===== config.mk =====
export PLATFORM = sky130hd
export DESIGN_NAME = wb_stage
export DESIGN_NICKNAME = d
export VERILOG_FILES = /design/src/rtl/wb_stage.sv
export SDC_FILE = /design/constraint.sdc
export NUM_CORES = 1
export LEC_CHECK = 0
export CAP_MARGIN = 20
export CORE_MARGIN = 2
export CORE_UTILIZATION = 25
export CTS_CLUSTER_SIZE = 25
export DETAILED_ROUTE_END_ITERATION = 10
export GPL_TIMING_DRIVEN = 0
export PLACE_DENSITY_LB_ADDON = 0.1
export REMOVE_ABC_BUFFERS = 1
export SYNTH_ARGS = -nofsm -noshare
export SYNTH_HDL_FRONTEND = slang
export SYNTH_SLANG_ARGS = --single-unit

===== constraint.sdc =====
create_clock -name clk -period 5.35 [get_ports clk]
set_input_delay 0.535 -clock clk [delete_from_list [all_inputs] [get_ports clk]]
set_output_delay 0.535 -clock clk [all_outputs]
set_load 0.05 [all_outputs]

===== src/rtl/wb_stage.sv =====
// Write-back stage: drives the ID register-file write port, owns the HALT state
// machine and the saturating per-class retired-instruction counters.
module wb_stage #(
    parameter int ADDR_LINE = 5,
    parameter int D_SIZE    = 32,
    parameter int CNT_W     = 32
) (
    input  logic                 clk,
    input  logic                 reset,
    input  logic                 valid_f_mem,
    input  logic [5:0]           opcode_f_mem,
    input  logic [ADDR_LINE-1:0] dest_f_mem,
    input  logic [D_SIZE-1:0]    alu_result_f_mem,
    input  logic [D_SIZE-1:0]    load_data_f_mem,
    output logic                 w_2_id,
    output logic [ADDR_LINE-1:0] addr_2_id,
    output logic [D_SIZE-1:0]    write_data_2_id,
    output logic                 halted,
    output logic                 err_illegal,
    output logic [CNT_W-1:0]     cnt_total,
    output logic [CNT_W-1:0]     cnt_arith,
    output logic [CNT_W-1:0]     cnt_logic,
    output logic [CNT_W-1:0]     cnt_mem,
    output logic [CNT_W-1:0]     cnt_ctrl
);

    typedef enum logic {
        ST_RUN    = 1'b0,
        ST_HALTED = 1'b1
    } state_t;

    localparam logic [5:0] OP_LOGIC_LO = 6'h06;
    localparam logic [5:0] OP_LDW      = 6'h0C;
    localparam logic [5:0] OP_STW      = 6'h0D;
    localparam logic [5:0] OP_HALT     = 6'h11;

    state_t               state_q, state_d;
    logic                 w_q, w_d;
    logic [ADDR_LINE-1:0] addr_q, addr_d;
    logic [D_SIZE-1:0]    data_q, data_d;
    logic                 err_q, err_d;
    logic [CNT_W-1:0]     cnt_total_q, cnt_total_d;
    logic [CNT_W-1:0]     cnt_arith_q, cnt_arith_d;
    logic [CNT_W-1:0]     cnt_logic_q, cnt_logic_d;
    logic [CNT_W-1:0]     cnt_mem_q, cnt_mem_d;
    logic [CNT_W-1:0]     cnt_ctrl_q, cnt_ctrl_d;

    function automatic logic [CNT_W-1:0] sat_inc(input logic [CNT_W-1:0] c);
        return (&c) ? c : c + {{(CNT_W-1){1'b0}}, 1'b1};
    endfunction

    always_comb begin
        state_d     = state_q;
        w_d         = 1'b0;
        addr_d      = addr_q;
        data_d      = data_q;
        err_d       = err_q;
        cnt_total_d = cnt_total_q;
        cnt_arith_d = cnt_arith_q;
        cnt_logic_d = cnt_logic_q;
        cnt_mem_d   = cnt_mem_q;
        cnt_ctrl_d  = cnt_ctrl_q;

        if (state_q == ST_RUN && valid_f_mem) begin
            if (opcode_f_mem > OP_HALT) begin
                err_d = 1'b1;
            end else begin
                cnt_total_d = sat_inc(cnt_total_q);
                if (opcode_f_mem < OP_LOGIC_LO) begin
                    cnt_arith_d = sat_inc(cnt_arith_q);
                end else if (opcode_f_mem < OP_LDW) begin
                    cnt_logic_d = sat_inc(cnt_logic_q);
                end else if (opcode_f_mem <= OP_STW) begin
                    cnt_mem_d = sat_inc(cnt_mem_q);
                end else if (opcode_f_mem < OP_HALT) begin
                    cnt_ctrl_d = sat_inc(cnt_ctrl_q);
                end else begin
                    state_d = ST_HALTED;
                end

                // r0 is hard-wired zero, so writes to it are suppressed but still counted.
                if (opcode_f_mem <= OP_LDW && dest_f_mem != '0) begin
                    w_d    = 1'b1;
                    addr_d = dest_f_mem;
                    data_d = (opcode_f_mem == OP_LDW) ? load_data_f_mem : alu_result_f_mem;
                end
            end
        end
    end

    always_ff @(posedge clk) begin
        if (reset) begin
            state_q     <= ST_RUN;
            w_q         <= 1'b0;
            addr_q      <= '0;
            data_q      <= '0;
            err_q       <= 1'b0;
            cnt_total_q <= '0;
            cnt_arith_q <= '0;
            cnt_logic_q <= '0;
            cnt_mem_q   <= '0;
            cnt_ctrl_q  <= '0;
        end else begin
            state_q     <= state_d;
            w_q         <= w_d;
            addr_q      <= addr_d;
            data_q      <= data_d;
            err_q       <= err_d;
            cnt_total_q <= cnt_total_d;
            cnt_arith_q <= cnt_arith_d;
            cnt_logic_q <= cnt_logic_d;
            cnt_mem_q   <= cnt_mem_d;
            cnt_ctrl_q  <= cnt_ctrl_d;
        end
    end

    assign w_2_id          = w_q;
    assign addr_2_id       = addr_q;
    assign write_data_2_id = data_q;
    assign halted          = (state_q == ST_HALTED);
    assign err_illegal     = err_q;
    assign cnt_total       = cnt_total_q;
    assign cnt_arith       = cnt_arith_q;
    assign cnt_logic       = cnt_logic_q;
    assign cnt_mem         = cnt_mem_q;
    assign cnt_ctrl        = cnt_ctrl_q;

endmodule


==> run metrics <==
antenna violations before repair=5; post-route setup TNS=0 ns; Overall Power=0.003141 W; Hold Crit Start=err_illegal$_SDFFE_PP0P_; Fin. Hold Viols=0; Req. time, crit path=5.68 ns; Synth area leader=dfxtp_1; Slew @ Worst Pin=0.8296 ns; number of flops mapped to enable cells by yosys=0; cts hold-fix bufs=0; CTS tree=done; Synth Instances=1166; startpoint types=input pin; CP arrival=3.45 ns; cts bufs inserted=17; IO buf count=277; CP Max Fanout=21; asr flop ratio synth=0%; FF-to-FF Start=halted$_SDFFE_PP0P_; layout cells sized above 1=4.883%; Hold Path Stages=2; DRC=0; crit path capture type=flop; hold worst-path end=err_illegal$_SDFFE_PP0P_; #FFs+latches synth=200; Longest Clk Path Bufs=2; mapped cell area=9782 um^2; antenna cells=0; most frequent cell after synthesis=dfxtp_1; drt wl/cell=16.70 um; Post-Route WL=32.25 mm; Post CTS Setup Buffer Count=0; Tcrit/Tclk final=58.30%; area grow syn2layout=40.59%; pin count of the biggest net entering global routing=114; register area share after synthesis=40.93%; Worst-Skew Late Latency=0.44 ns; final setup fails=0; FF-to-FF path depth=6; Initial Utilization=25.31%; H-Tree Depth=4; drt pass-1 iters=5; Avg Cell Area, Syn=8.389 um^2; initial DRC count=514; FF-to-FF setup slack=2.47 ns; RD Place Congestion=0.7179; max-slew violations=0; Worst Clk Skew=0.01017 ns; crit path kind=input pin to flop; terminus of the critical flop-to-flop path=cnt_ctrl[19]$_SDFFE_PP0P_; die area=40730 um^2; Die W=201.8 um; fillers=4002; pwr/cell area=228.4 nW/um^2; CTS root buffer=clkbuf_16; Synth Flop Type=dfxtp_1; grt ovf=0; gr usage total=15.49%; leakage power=4.251 nW; Hold Path Class=flop to flop; RSZ-0062 raised after global routing=false; Fmax achieved=320.6 MHz; post-synth cell types=59; Clock Sinks=200; core area=38650 um^2; vias in the first global route=9001; DR vias=9783; DP HPWL=23.13 mm; Detail Route Antenna Nets=0; outcome=completed; die height=201.8 um; MaxCap Viol Count=0; global-route wire length before repair=50.71 mm; slew margin rel.=44.69%; post-cts repair resize count=0; Vias/cell=5.066; Final #Nets=1483; Ys Warns=0; Synth top area share=40.93%; Post-synth top cells=200 x dfxtp_1, 111 x nor2_1, 107 x a21oi_1, 64 x or3_1, 63 x clkbuf_1; IO Pins=278; Max IR drop VDD=0.1698 mV; hold slack=0.4464 ns; clock transition at the registers of the reported paths=0.07 ns; Site Rows=72; final worst path period need=3.119 ns; Synth area leaders=dfxtp_1 41%, a21oi_1 5.5%, mux2i_1 4.3%
[layout by cell type (no fill, tap or decap), types with 8 or more instances in the layout]
cell type and n:
nand3_1 55, clkbuf_16 17, nor2_1 111, nor2b_1 10, a211oi_1 41, o31ai_1 44
nor4_1 15, or4_1 47, and4_1 19, nand4_1 44, dfxtp_1 200, nand2_1 62
mux2i_1 42, xnor2_1 26, o21ai_0 61, nor3_1 14, mux2_2 8, clkdlybuf4s50_1 276
and3_1 16, a21oi_1 107, inv_1 19, or3_1 64
[worst max-delay path by stage]
| stage | endpoint | slack (ns) | from | depth (start not counted) |
|---|---|---|---|---|
| finish | cnt_ctrl[19]$_SDFFE_PP0P_ | 2.23 | opcode_f_mem[5] | 7 |
| global route | cnt_mem[25]$_SDFFE_PP0P_ | 2.06 | opcode_f_mem[4] | 8 |
| CTS | cnt_logic[5]$_SDFFE_PP0P_ | 2.22 | opcode_f_mem[4] | 6 |
| detailed placement | cnt_logic[5]$_SDFFE_PP0P_ | 1.72 | opcode_f_mem[4] | 6 |
| global placement | cnt_arith[24]$_SDFFE_PP0P_ | -6.72 | reset | 4 |
| floorplan | addr_2_id[0]$_SDFFE_PP0P_ | -0.07 | halted$_SDFFE_PP0P_ | 4 |
[layer usage]
metal,part of all wire (%),track usage [%]
met2,45,24.58
met4,0.92,3.808
met3,7.8,5.788
met5,0.21,0
met1,46,19.83
[cell families after synthesis]
| kind of cell | synth area share (%) |
|---|---|
| and+or+nand+nor | 27.31 |
| AOI/OAI and AO/OA | 18.89 |
| DFF | 40.93 |
| buffers and inverters | 3.914 |
| muxes | 5.449 |
| xor gates and xnor gates | 2.865 |
| adders and majority gates | 0.6395 |
[state kept, by name (all words and copies together), names as in the netlist]
name             flops
cnt_mem             32
cnt_total           32
cnt_arith           32
err_illegal          1
w_2_id               1
cnt_logic           32
cnt_ctrl            32
addr_2_id            5
halted               1
write_data_2_id     32
[metrics by stage]
stage	std cells	utilization (%)	cell area, um^2	setup WS [ns]
floorplan	1090	-	9474	-0.06975
global placement	1885	33.37	12890	-6.717
detailed placement	1899	33.93	13110	1.724
CTS	1931	35.58	13750	2.218
global route	1931	35.58	13750	2.062
finish	1931	35.58	13750	2.231
[power by group]
part           switching [W]  internal [W]  leakage, nW
combinational       0.000112     0.0000914         2.33
sequential        0.00000708       0.00150         1.61
clock               0.000608      0.000825        0.311
[critical path, stage by stage]
cell and delay, ns:
clkdlybuf4s50_1 0.59, or3b_1 0.48, a2bb2oi_1 0.68, buf_4 0.29, a21o_1 0.48, nor4_1 0.11
mux2_2 0.29
[layout make-up]
class                           count  area (um^2)  share of cell area, %
Sequential cell                   200         4004                  29.11
Inverter                           20        75.07                 0.5459
Timing Repair Buffer              291         2959                  21.52
Clock inverter                     10        163.9                  1.192
Tap cell                          518        648.1                  4.713
Clock buffer                       22        474.2                  3.448
Multi-Input combinational cell    870         5428                  39.47
Note: power is estimated with default switching activity, not from simulation.
